--- src/rtl/lsu_pkg.sv ---
// rtl/lsu_pkg.sv - shared types and default widths for the load/store sequencer
package lsu_pkg;

  localparam int W_DEF = 8;
  localparam int A_DEF = 8;

  typedef enum logic [1:0] {
    IDLE = 2'd0,
    LO   = 2'd1,
    HI   = 2'd2,
    RESP = 2'd3
  } lsu_state_t;

  typedef struct packed {
    logic                   write;
    logic                   wide;
    logic [A_DEF-1:0]       addr;
    logic [2*W_DEF-1:0]     wdata;
  } lsu_req_t;

endpackage

--- src/rtl/lsu_ctrl.sv ---
// rtl/lsu_ctrl.sv - byte-beat load/store sequencer in front of the data memory
// LSU_ALIGN_CHK_EN: reject wide requests at odd addresses with RspErr and no memory access
module lsu_ctrl
  import lsu_pkg::*;
#(
  parameter int W = W_DEF,
  parameter int A = A_DEF
) (
  input  logic           Clk,
  input  logic           Reset,
  input  logic           ReqValid,
  output logic           ReqReady,
  input  logic           ReqWrite,
  input  logic           ReqWide,
  input  logic [A-1:0]   ReqAddr,
  input  logic [2*W-1:0] ReqWData,
  output logic           RspValid,
  output logic [2*W-1:0] RspRData,
  output logic           RspErr,
  output logic [A-1:0]   MemAddr,
  output logic [W-1:0]   MemWData,
  output logic           MemWrEn,
  input  logic [W-1:0]   MemRData
);

  lsu_state_t     state_q, state_d;
  logic           write_q, write_d;
  logic           wide_q, wide_d;
  logic [A-1:0]   addr_q, addr_d;
  logic [2*W-1:0] wdata_q, wdata_d;
  logic [W-1:0]   lo_q, lo_d;
  logic [W-1:0]   hi_q, hi_d;
  logic           err_q, err_d;

  always_comb begin
    state_d = state_q;
    write_d = write_q;
    wide_d  = wide_q;
    addr_d  = addr_q;
    wdata_d = wdata_q;
    lo_d    = lo_q;
    hi_d    = hi_q;
    err_d   = err_q;
    case (state_q)
      IDLE: begin
        if (ReqValid) begin
          write_d = ReqWrite;
          wide_d  = ReqWide;
          addr_d  = ReqAddr;
          wdata_d = ReqWData;
          lo_d    = '0;
          hi_d    = '0;
          err_d   = 1'b0;
          state_d = LO;
`ifdef LSU_ALIGN_CHK_EN
          if (ReqWide && ReqAddr[0]) begin
            err_d   = 1'b1;
            state_d = RESP;
          end
`endif
        end
      end
      LO: begin
        if (!write_q) lo_d = MemRData;
        state_d = wide_q ? HI : RESP;
      end
      HI: begin
        if (!write_q) hi_d = MemRData;
        state_d = RESP;
      end
      RESP: state_d = IDLE;
      default: state_d = IDLE;
    endcase
  end

  always_ff @(posedge Clk) begin
    if (Reset) begin
      state_q <= IDLE;
      write_q <= 1'b0;
      wide_q  <= 1'b0;
      addr_q  <= '0;
      wdata_q <= '0;
      lo_q    <= '0;
      hi_q    <= '0;
      err_q   <= 1'b0;
    end else begin
      state_q <= state_d;
      write_q <= write_d;
      wide_q  <= wide_d;
      addr_q  <= addr_d;
      wdata_q <= wdata_d;
      lo_q    <= lo_d;
      hi_q    <= hi_d;
      err_q   <= err_d;
    end
  end

  assign ReqReady = (state_q == IDLE) && !Reset;
  assign RspValid = (state_q == RESP);

  // Reset gates the write strobe so an abort stops the in-flight beat at this edge
  assign MemWrEn  = write_q && ((state_q == LO) || (state_q == HI)) && !Reset;
  assign MemAddr  = (state_q == LO) ? addr_q :
                    (state_q == HI) ? addr_q + A'(1) : '0;
  assign MemWData = (state_q == LO) ? wdata_q[W-1:0] :
                    (state_q == HI) ? wdata_q[2*W-1:W] : '0;

  always_comb begin
    RspRData = '0;
    if (state_q == RESP && !write_q && !err_q)
      RspRData = wide_q ? {hi_q, lo_q} : {{W{1'b0}}, lo_q};
  end

`ifdef LSU_ALIGN_CHK_EN
  assign RspErr = (state_q == RESP) && err_q;
`else
  assign RspErr = 1'b0;
`endif

endmodule

--- config.mk ---
export PLATFORM = sky130hd
export DESIGN_NAME = lsu_ctrl
export DESIGN_NICKNAME = d
export VERILOG_FILES = /design/src/rtl/lsu_pkg.sv /design/src/rtl/lsu_ctrl.sv
export SDC_FILE = /design/constraint.sdc
export NUM_CORES = 1
export LEC_CHECK = 0
export BUFFER_PORTS_ARGS = -buffer_cell sky130_fd_sc_hd__buf_2
export CAP_MARGIN = 20
export CORE_MARGIN = 5
export CORE_UTILIZATION = 25
export CTS_BUF_LIST = sky130_fd_sc_hd__clkbuf_16
export CTS_CLUSTER_DIAMETER = 100
export CTS_CLUSTER_SIZE = 24
export DETAILED_ROUTE_END_ITERATION = 12
export GPL_ROUTABILITY_DRIVEN = 0
export MAX_ROUTING_LAYER = met4
export PLACE_DENSITY_LB_ADDON = 0.3
export SETUP_SLACK_MARGIN = 0.4
export SYNTH_ARGS = -nofsm -noshare
export SYNTH_HDL_FRONTEND = slang
export SYNTH_SLANG_ARGS = --single-unit
--- constraint.sdc ---
create_clock -name Clk -period 3.5 [get_ports Clk]
set_input_delay 0.875 -clock Clk [delete_from_list [all_inputs] [get_ports Clk]]
set_output_delay 0.875 -clock Clk [all_outputs]
set_load 0.005 [all_outputs]
==> out/metrics.csv <==
metric,value,unit
crit_path_max_incr_delay,400,ps
synth-main-ff-cell,dfxtp_1,
clk_latency,290,ps
synth_compound_area_frac,0.132,
ioPinCount,73,
die_y,106,microns
cts_root_buffer,clkbuf_16,
ant_nets,0,
r2r_end,hi_q[0],
max_clock_freq,349,MHz
grt_max_degree,50,
cts.hold.buffers_added,0,
fp.dieW,106,microns
critPathTopFamily,simple AND/OR/NAND/NOR gates,
total_leakage_power,1.28,nW
multi_input_area,1320,sq um
hold_depth,2,
dr.first_iter.drc_count,38,
cp_num_buf_inv,3,
min_path_type,reg -> reg,
grt_setup_unrepaired,false,
synth_fp_nets,338,
r2r_start,state_q[0],
min_period_over_period,0.818,
synth.avg_cell_area,7.87,sq um
cts_buffers,5,
worst_clock_skew,9.92,ps
fin_cells,470,
rows,35,
fin_area,2930,sq um
dr_total_vias,2145,
cp_data_required_time,2620,ps
cts_setup_buffers,0,
ys_types,35,
tightest_slew,934,ps
crit_fanout,23,
drt-total-wl,6380,microns
worst_setup_path_end_kind,output pin,
seq_area,881,sq um
start_kind,flip-flop,
whs_endpoint,wdata_q[7],
p_total,1.98,mW
slew_violations,0,
final_cell_mix,"nand2_1, buf_2, dfxtp_1",
n_antenna_cell,0,
overflow,0,
antenna_found_initial,0,
yosys.area_share.simple,0.331,
synthAdderAreaFrac,0.0323,
synth_top_family_by_area,simple AND/OR/NAND/NOR gates,
tns,0,ps
clk_path_buf_depth,2,
outcome,"finished, final reports clean",
clock_sinks,44,
drive_above_1_share,0.251,
syn_area,2320,sq um
fin_crit,2860,ps
layout.nets,401,
hold_slack,457,ps
synthMuxAreaShare,0.0733,
crit_slowest_cell,dfxtp_1,
placed_area,2760,sq um
seq_area_frac_synth,0.379,
initial_core_util,0.254,
wl_per_cell,13.6,microns
grt_pass1_wl,10600,microns
netlist_instances,295,
dp_hpwl,4570,microns
fp.coreArea,9150,sq um
ir_worst_vdd,0.000200,V
synth_warnings,0,
finalSetupViolCount,0,
reg2regPathDepth,6,
vias_per_cell,4.56,
grt_usage,0.120,
area_delta_synth_final,26.3,%
fillers,1013,
worstHoldStart,wdata_q[7],
cellPowerDensity,673,nW/um^2
dp_cells,462,
slew_headroom,0.376,
final_common_cell,nand2_1,
yosys_register_bits,44,
crit_type,reg -> out,
synth-edff-count,0,
die_area,11300,sq um
worstPathArrival,1990,ps
drt_pass1_iterations,4,
drt_drc_violations_left,0,
crit_chain,inv_1 > ha_1 > buf_4 > nand2b_4 > or4_1 > nand3_1 > buf_2,
h-tree-depth,2,
r2r_slack,1540,ps
drv_cap,0,
cts.reportedPaths.clkPinSlew,70,ps
finalHoldViolations,0,
cts_tree,done,
ys_async_sr_fraction,0,
synth_xor_area_frac,0,
grt_pass1_vias,2157,
ctsResizeCount,0,
port_buffers,71,
-- worst max-delay path by stage --
stage / from / end / slack (ps) / depth (start not counted)
detailed placement: state_q[1] / MemAddr[6] / 950 / 7
CTS: state_q[1] / MemAddr[6] / 630 / 7
finish: state_q[1] / MemAddr[6] / 640 / 7
global route: state_q[1] / MemAddr[6] / 490 / 7
floorplan: state_q[1] / MemAddr[6] / 1200 / 6
global placement: state_q[1] / MemAddr[6] / 990 / 7
-- cell families after synthesis --
logic type | Yosys count
AOI/OAI and AO/OA | 53
adders and majority gates | 6
buffers and inverters | 26
DFF | 44
muxes | 17
other | 1
and+or+nand+nor | 148
-- where the power goes --
group          total [mW]  leakage, nW  switching, mW  internal [mW]
registers           0.652        0.359         0.0639          0.588
clock network       0.559       0.0804          0.219          0.340
logic               0.764        0.838          0.461          0.303
-- through the flow --
stage,setup WS [ps],util
after global placement,992,0.302
after CTS,626,0.321
after global routing,490,0.321
after detailed placement,946,0.302
final,637,0.321
after floorplan,1200,-
-- synthesized netlist by cell type, types with 2 or more instances --
cell	n	area, sq um
o21ai_1	2	10.0
clkbuf_1	12	45.0
buf_2	7	35.0
nor2b_1	5	31.3
nand2b_1	20	125
ha_1	6	75.1
nor2_1	2	7.51
nand3b_1	16	120
o21ai_0	13	65.1
or3_1	2	12.5
nand2_1	77	289
inv_1	5	18.8
dfxtp_1	44	881
a21oi_4	2	32.5
a21oi_1	30	150
mux2i_1	17	170
nand3_1	2	10.0
and3_1	8	50.1
and2_1	9	56.3
-- tightest hold or removal path: cells and delay by family, from the launching register on --
kind	cells	cell delay, ps
AOI/OAI and AO/OA	1	50
DFF	1	310
and+or+nand+nor	1	50
-- flip-flops by register name, indices dropped and copies added (netlist names) --
register,flops
state_q,2
addr_q,8
write_q,1
wide_q,1
wdata_q,16
lo_q,8
hi_q,8
-- layout make-up --
cell class,count,share of cell area
Clock inverter,3,0.0158
Multi-Input combinational cell,225,0.451
Sequential cell,44,0.300
Tap cell,111,0.0473
Clock buffer,5,0.0426
Timing Repair Buffer,77,0.136
Inverter,5,0.00640
-- metal layers --
metal  vias to the layer above  global-route usage  wire [microns]  part of all wire
met5                         -                   -               0                 0
met1                       975               0.154            3050              0.48
li1                       1106                   -               -                 -
met3                         8              0.0231             232             0.036
met4                         0              0.0416              96             0.015
met2                        56               0.190            3010              0.47
No activity file was read; power rests on OpenSTA's default activity.
